<file path="config.mk">
export PLATFORM = sky130hd
export DESIGN_NAME = car_row_mover
export DESIGN_NICKNAME = d
export VERILOG_FILES = /design/src/rtl/car_row_mover.sv
export SDC_FILE = /design/constraint.sdc
export NUM_CORES = 1
export LEC_CHECK = 0
export ABC_AREA = 0
export ABC_CLOCK_PERIOD_IN_PS = 2700
export BUFFER_PORTS_ARGS = -buffer_cell sky130_fd_sc_hd__clkbuf_2
export CORE_MARGIN = 5
export CORE_UTILIZATION = 54
export DETAILED_ROUTE_END_ITERATION = 16
export GPL_TIMING_DRIVEN = 1
export PLACE_DENSITY = 0.8
export SLEW_MARGIN = 20
export SYNTH_ARGS = -nofsm -noshare
export SYNTH_HDL_FRONTEND = slang
export SYNTH_SLANG_ARGS = --single-unit
</file>
<file path="constraint.sdc">
create_clock -name Clk -period 2.7 [get_ports Clk]
set_input_delay 0.27 -clock Clk [delete_from_list [all_inputs] [get_ports Clk]]
set_output_delay 0.27 -clock Clk [all_outputs]
set_load 0.005 [all_outputs]
</file>
<file path="src/rtl/car_row_mover.sv">
// -----------------------------------------------------------------------------
// car_row_mover
//
// Produces per-frame X/Y positions for one lane of traffic (up to four cars)
// for the VGA colour-mapping stage. Cars advance once per detected VGA frame
// and wrap horizontally using an 11-bit two's-complement off-screen range:
// X values in [-80, 639] are meaningful, with negative values just off the
// left edge of the 640-pixel-wide screen.
//
// Ports
//   Clk          in   system clock
//   Reset        in   asynchronous, active-high reset
//   frame_clk    in   VGA frame strobe, asynchronous to Clk (one rise/frame)
//   game_start   in   one-cycle pulse: reload start positions, enter RUN
//   pause        in   level: freeze motion while high
//   level        in   difficulty, sampled only on game_start
//   Car_X        out  [3:0][10:0] car X positions (two's complement)
//   Car_Y        out  [3:0][10:0] car Y positions
//   Number_Cars  out  cars to draw; 0 while idle
//   frame_tick   out  one-Clk pulse per detected frame_clk rise
//   running      out  high while in RUN
// -----------------------------------------------------------------------------
module car_row_mover #(
  parameter logic [2:0]  N_CARS     = 3'd4,
  parameter logic [10:0] ROW_Y      = 11'd400,
  parameter logic [10:0] START_X    = 11'd0,
  parameter logic [10:0] SPACING    = 11'd160,
  parameter logic [3:0]  BASE_SPEED = 4'd1,
  parameter logic        DIR_LEFT   = 1'b0
) (
  input  logic             Clk,
  input  logic             Reset,
  input  logic             frame_clk,
  input  logic             game_start,
  input  logic             pause,
  input  logic [1:0]       level,
  output logic [3:0][10:0] Car_X,
  output logic [3:0][10:0] Car_Y,
  output logic [2:0]       Number_Cars,
  output logic             frame_tick,
  output logic             running
);

  typedef enum logic [1:0] {
    S_IDLE   = 2'd0,
    S_RUN    = 2'd1,
    S_PAUSED = 2'd2
  } state_t;

  // Screen geometry of the wrap convention.
  localparam logic signed [11:0] RIGHT_LIMIT = 12'sd640;
  localparam logic signed [11:0] LEFT_LIMIT  = -12'sd80;
  localparam logic [10:0]        OFF_LEFT_X  = 11'd1968;  // -80 in 11 bits
  localparam logic [10:0]        OFF_RIGHT_X = 11'd640;

  // Frame strobe synchroniser and edge detector.
  logic sync1_q, sync2_q, prev_q, tick_q;

  state_t             state_q, state_d;
  logic [4:0]         speed_q, speed_d;
  logic [3:0][10:0]   car_x_q, car_x_d;
  logic [3:0][10:0]   car_y_q, car_y_d;
  logic [2:0]         num_cars_q, num_cars_d;
  logic               running_q, running_d;

  // One motion step for a single car. The X value is widened to 12 bits with
  // its sign so the threshold compare cannot overflow.
  function automatic logic [10:0] step_x(input logic [10:0] x,
                                         input logic [4:0]  spd);
    logic signed [11:0] sx;
    logic signed [11:0] nx;
    sx = signed'({x[10], x});
    if (!DIR_LEFT) begin
      nx = sx + signed'({7'd0, spd});
      step_x = (nx >= RIGHT_LIMIT) ? OFF_LEFT_X : nx[10:0];
    end else begin
      nx = sx - signed'({7'd0, spd});
      step_x = (nx <= LEFT_LIMIT) ? OFF_RIGHT_X : nx[10:0];
    end
  endfunction

  // NOTE: every flop below is written with non-blocking assignments so all
  // registers update from the same pre-edge values, independent of order.
  always_ff @(posedge Clk or posedge Reset) begin
    if (Reset) begin
      sync1_q <= 1'b0;
      sync2_q <= 1'b0;
      prev_q  <= 1'b0;
      tick_q  <= 1'b0;
    end else begin
      sync1_q <= frame_clk;
      sync2_q <= sync1_q;
      prev_q  <= sync2_q;
      // Registered so the tick is a glitch-free single-cycle pulse.
      tick_q  <= sync2_q & ~prev_q;
    end
  end

  always_ff @(posedge Clk or posedge Reset) begin
    if (Reset) begin
      state_q    <= S_IDLE;
      speed_q    <= 5'(BASE_SPEED);
      car_x_q    <= '0;
      car_y_q    <= '0;
      num_cars_q <= 3'd0;
      running_q  <= 1'b0;
    end else begin
      state_q    <= state_d;
      speed_q    <= speed_d;
      car_x_q    <= car_x_d;
      car_y_q    <= car_y_d;
      num_cars_q <= num_cars_d;
      running_q  <= running_d;
    end
  end

  always_comb begin
    logic [10:0] start_acc;
    // NOTE: all outputs of this block get a default first, so no path can
    // leave a variable unassigned and infer a latch.
    state_d   = state_q;
    speed_d   = speed_q;
    car_x_d   = car_x_q;
    car_y_d   = car_y_q;
    start_acc = START_X;

    if (game_start) begin
      // Reload has priority over any motion due on the same cycle.
      state_d = S_RUN;
      speed_d = 5'(BASE_SPEED) + 5'(level);
      for (int i = 0; i < 4; i++) begin
        if (i < int'(N_CARS)) begin
          car_x_d[i] = start_acc;
          car_y_d[i] = ROW_Y;
        end else begin
          car_x_d[i] = 11'd0;
          car_y_d[i] = 11'd0;
        end
        start_acc = start_acc + SPACING;
      end
    end else begin
      case (state_q)
        S_RUN: begin
          // Motion is taken from the RUN state even if pause rises on the
          // same cycle; the freeze starts from the following frame.
          if (tick_q) begin
            for (int i = 0; i < 4; i++) begin
              if (i < int'(N_CARS)) begin
                car_x_d[i] = step_x(car_x_q[i], speed_q);
              end
            end
          end
          if (pause) begin
            state_d = S_PAUSED;
          end
        end
        S_PAUSED: begin
          if (!pause) begin
            state_d = S_RUN;
          end
        end
        default: begin
          state_d = state_q;
        end
      endcase
    end

    // Status outputs follow the next state so they are registered together
    // with it and change on the same edge.
    num_cars_d = (state_d == S_IDLE) ? 3'd0 : N_CARS;
    running_d  = (state_d == S_RUN);
  end

  assign Car_X       = car_x_q;
  assign Car_Y       = car_y_q;
  assign Number_Cars = num_cars_q;
  assign frame_tick  = tick_q;
  assign running     = running_q;

endmodule

</file>
# ---- Word-level counts from Yosys, hierarchy flattened
# Cells that the tools add are included.
# Widths: inputs -> output; s select.
dict set report totals {
  ff_bits 60
  latch_bits 0
  mem_bits_rw 0
  rom_bits 0
  out_inout_bits 93
  wordCells 43
  mem_count 0
}
dict set report op_classes {
  add_sub_neg 5
  mul 0
  div 0
  n_lt_le_gt_ge 4
  n_eq_ne 3
  shift 0
  n_mux 12
  bitwise 2
  n_reduce_logical 4
}
# operator n
set op_table {}
lappend op_table {{$mux 44} 3}
lappend op_table {{$add 11x6->12} 4}
lappend op_table {{$ge 12x11->1 const B} 4}
lappend op_table {{$mux 11} 4}
lappend op_table {{$mux 2} 3}
lappend op_table {{$eq 2x1->1 const B} 2}
lappend op_table {{$pmux 2 s2} 1}
lappend op_table {{$reduce_bool 2->1} 2}
lappend op_table {{$add 1x2->3 const A} 1}
lappend op_table {{$mux 3} 1}
lappend op_table {{$eq 2x2->1 const B} 1}
lappend op_table {{$logic_not 2->1} 1}
lappend op_table {{$reduce_and 2->1} 1}
lappend op_table {{$and 1x1->1} 1}
lappend op_table {{$not 1->1} 1}

# ---- Depth between registers and ports, before layout
dict set report logic_depth {
  word_depth 6
  depth_mapped 9
}

# ---- Worst setup path after synthesis
# Ideal clock, no wire load.
dict set report synth_path {
  path_type {flip-flop to flip-flop}
  startpoint {register car_x_q (netlist bit Car_X[33])}
  endpoint {register car_x_q (netlist bit Car_X[39])}
  setup_ns 0.126
  arrival_ns 2.314
  t_required_ns 2.574
  setup_slack_ns 0.260
  stages_incl_launch_ff 9
  period_less_slack_ns 2.440
  cell_sequence {dfrtp_1 ha_1 fa_1 a21oi_2 o21ai_0 a311oi_4 a31oi_4 and2_4 a221o_1}
}
dict set report synth_via {
  elab_chain_cells 6
}
# item line_no
set synth_rtl {}
lappend synth_rtl {{from (decl)} 61} ;# logic [3:0][10:0] car_x_q, car_x_d;
lappend synth_rtl {{from (signal assigned)} 110} ;# car_x_q <= car_x_d;
lappend synth_rtl {{$add 11x6->12 (*)} 74} ;# nx = sx + signed'({7'd0, spd});
lappend synth_rtl {{$ge 12x11->1} 75} ;# step_x = (nx >= RIGHT_LIMIT) ? OFF_LEFT_X : nx[10:0];
lappend synth_rtl {{$mux 11 (*)} 75}
lappend synth_rtl {{$mux 44 (*)} 146} ;# if (tick_q) begin
lappend synth_rtl {{$mux 44 (*)} 142} ;# case (state_q)
lappend synth_rtl {{$mux 44 (*)} 127} ;# if (game_start) begin
# Every way passes the cells marked *; elsewhere a longest branch is shown, timed or not. The select of a mux whose other input is x is not followed.
# A chain may end at the register's enable or synchronous reset.

# ---- Final worst setup path
# Same ends and word-level chain as after synthesis.

==> results_dict.tcl <==
set metrics [dict create \
    grt_pass1_vias 3445 \
    power_mw 2.11 \
    numCtsBuffers 5 \
    nets 545 \
    clk-insertion-delay-late_ps 320 \
    tns_ps 0 \
    drive_gt1_share_pct 24.2 \
    crit_path_max_fanout 8 \
    viasPerCell 5.86 \
    ys_seq_elements 56 \
    ant_nets 0 \
    slew_violations 0 \
    synth_area_leaders "dfrtp_1, buf_4, ha_1, nand2_1, a21oi_1" \
    syn_area_sq_um 4060 \
    port_buffers 65 \
    drt_iter0_markers 142 \
    cap_violations 0 \
    min_path_type "in2reg" \
    grtUsageTotal_pct 20.6 \
    clock_skew_ps 6.72 \
    grt_antenna_before_repair 0 \
    grt_pass1_wl_um 16600 \
    startpoint_type "flop" \
    wirelength_um 9720 \
    cts_root_buf "clkbuf_8" \
    cts_tree "done" \
    synth_edf_count 0 \
    grt_max_degree 57 \
    start_util_pct 55.7 \
    setup_viol 0 \
    crit_chain "ha_1 -> fa_1 -> a21oi_4 -> o21ai_0 -> a311oi_4 -> a31oi_4 -> and2_4 -> a221o_1" \
    crit_type "reg2reg" \
    cts_sinks 56 \
    synth_warnings 0 \
    globalRoute.totalOverflow 0 \
    yosysSeqAreaShare_pct 34.5 \
    yosys.area.top_type "dfrtp_1" \
    remaining_drc_errors 0 \
    netlist-cell-type-count 70 \
    dr.pass1.iters 5 \
    vdd_drop_max_uv 223 \
    crit_path_end_kind "flop" \
    critPathSlowestCell "fa_1" \
    netlist.area_leader.share_pct 33.9 \
    cts_max_level 2 \
    io_pins 100 \
    synthArstFlopShare_pct 100 \
    power_density_nw_per_um2 465 \
    regToRegSetupSlack_ps 100 \
    leakage_nw 2.08 \
    min_period_over_period_pct 96.3 \
    area_delta_synth_final_pct 11.7 \
    num_rows 31 \
    die_h_um 96.7 \
    cts_setup_buffers 0 \
    tightestPinTransition_ps 752 \
    fmax_ghz 0.385 \
    cp.arrival_ps 2810 \
    antenna_cells 0 \
    synth.avg_cell_area_sq_um 8.81 \
    critical-path-max-stage-delay_ps 470 \
    critical_path_buf_inv_count 0 \
    syn_inst 461 \
    dp_hpwl_um 6950 \
    fp.dieArea_sq_um 9350 \
    clockBufferDepth 2 \
    post-route-min-period_ps 2600 \
    synth_most_common_cell "dfrtp_1" \
    detail_route.wl_per_cell_um 15.7 \
    vias 3625 \
    clkTransAtPathRegs_ps 110 \
    slew_headroom_pct 49.9 \
    status "finished clean" \
    synthTopCellsByCount "dfrtp_1, buf_4, nand2_1" \
    cp_top_family "compound AO/OA/AOI/OAI gates" \
    place.gp.congestion 0.875 \
    coreArea_sq_um 7290 \
    cp.required_ps 2910 \
    synth_ff_type "dfrtp_1" \
    dieWidth_um 96.7 \
    final-hold-violation-count 0 \
]
[flip-flops by register name, indices dropped and copies added, names as in the netlist]
register / count
Car_X: 44
speed_q: 3
state_q: 2
sync1_q: 1
frame_tick: 1
running: 1
sync2_q: 1
Car_Y: 1
Number_Cars: 1
prev_q: 1
[kinds of logic after synthesis]
family,synth area share (%)
muxes,1.82
AOI/OAI and AO/OA,20.7
other,0.0924
and+or+nand+nor,22.8
xor gates and xnor gates,2.16
DFF,34.5
buffers and inverters,11.2
adders and majority gates,6.59
[metal layers]
layer  vias up  share of wire [%]  track usage [%]
met1      1764                 42             25.9
met4         0               0.84             4.64
met5         -                  0                0
met3         9                6.3             3.88
li1       1719                  -                -
met2       133                 51             36.8
[power breakdown]
| part | switching (mW) | internal [mW] |
|---|---|---|
| Clock | 0.300 | 0.280 |
| Sequential | 0.0723 | 0.904 |
| Combinational | 0.332 | 0.222 |
[path summary, 6_finish.rpt]
check                                            from                      to  cells past startpoint
max in group asynchronous                       Reset  speed_q[0]$_DFFE_PP1P_                      4
worst min register to register      sync1_q$_DFF_PP0_       sync2_q$_DFF_PP0_                      0
worst max-delay path            Car_X[33]$_DFFE_PP0P_   Car_X[39]$_DFFE_PP0P_                      8
min in group asynchronous                       Reset        prev_q$_DFF_PP0_                      4
worst max register to register  Car_X[33]$_DFFE_PP0P_   Car_X[39]$_DFFE_PP0P_                      8
worst min-delay path                        frame_clk       sync1_q$_DFF_PP0_                      1
[cell type report]
class	instances	area, sq um
Multi-Input combinational cell	363	2370
Clock inverter	3	46.3
Tap cell	99	124
Timing Repair Buffer	85	490
Inverter	8	30.0
Sequential cell	56	1400
Clock buffer	5	68.8
Fill cell	633	2760
[cell usage in the layout (no fill, tap or decap), drive strengths merged, types with 7 or more instances in the layout]
master,n
clkbuf,70
dfrtp,55
nand2,48
a21oi,36
conb,34
nor2,29
o21ai,23
nand3,22
buf,19
ha,15
and3,14
nor3,14
nand4,11
and2,9
a31oi,9
inv,9
a21o,7
[worst reg2reg max path: cells and delay by family (launching register included)]
kind                     cells  cell delay, ps
AO/OA/AOI/OAI                5            1150
adder cells (fa/ha/maj)      2             720
flip-flops                   1             410
AND/OR/NAND/NOR              1             210
[what timing repair did]
action | 4_1_cts | 5_1_grt
hold endpoints to repair | 55 | 0
hold buffers | 1 | 0
setup endpoints to repair | 0 | 19
gates resized for setup | 0 | 10
[through the flow]
stage	util, %	hold WS, ps	cells	setup WS (ps)	area (sq um)
CTS	61.5	38.8	619	49.7	4490
floorplan	-	301	494	260	4180
global placement	59.8	328	610	182	4360
finish	62.2	44.0	619	101	4540
global route	62.2	28.6	619	-1.14	4540
detailed placement	59.8	335	610	71.1	4360
Note: power is estimated with default switching activity, not from simulation.
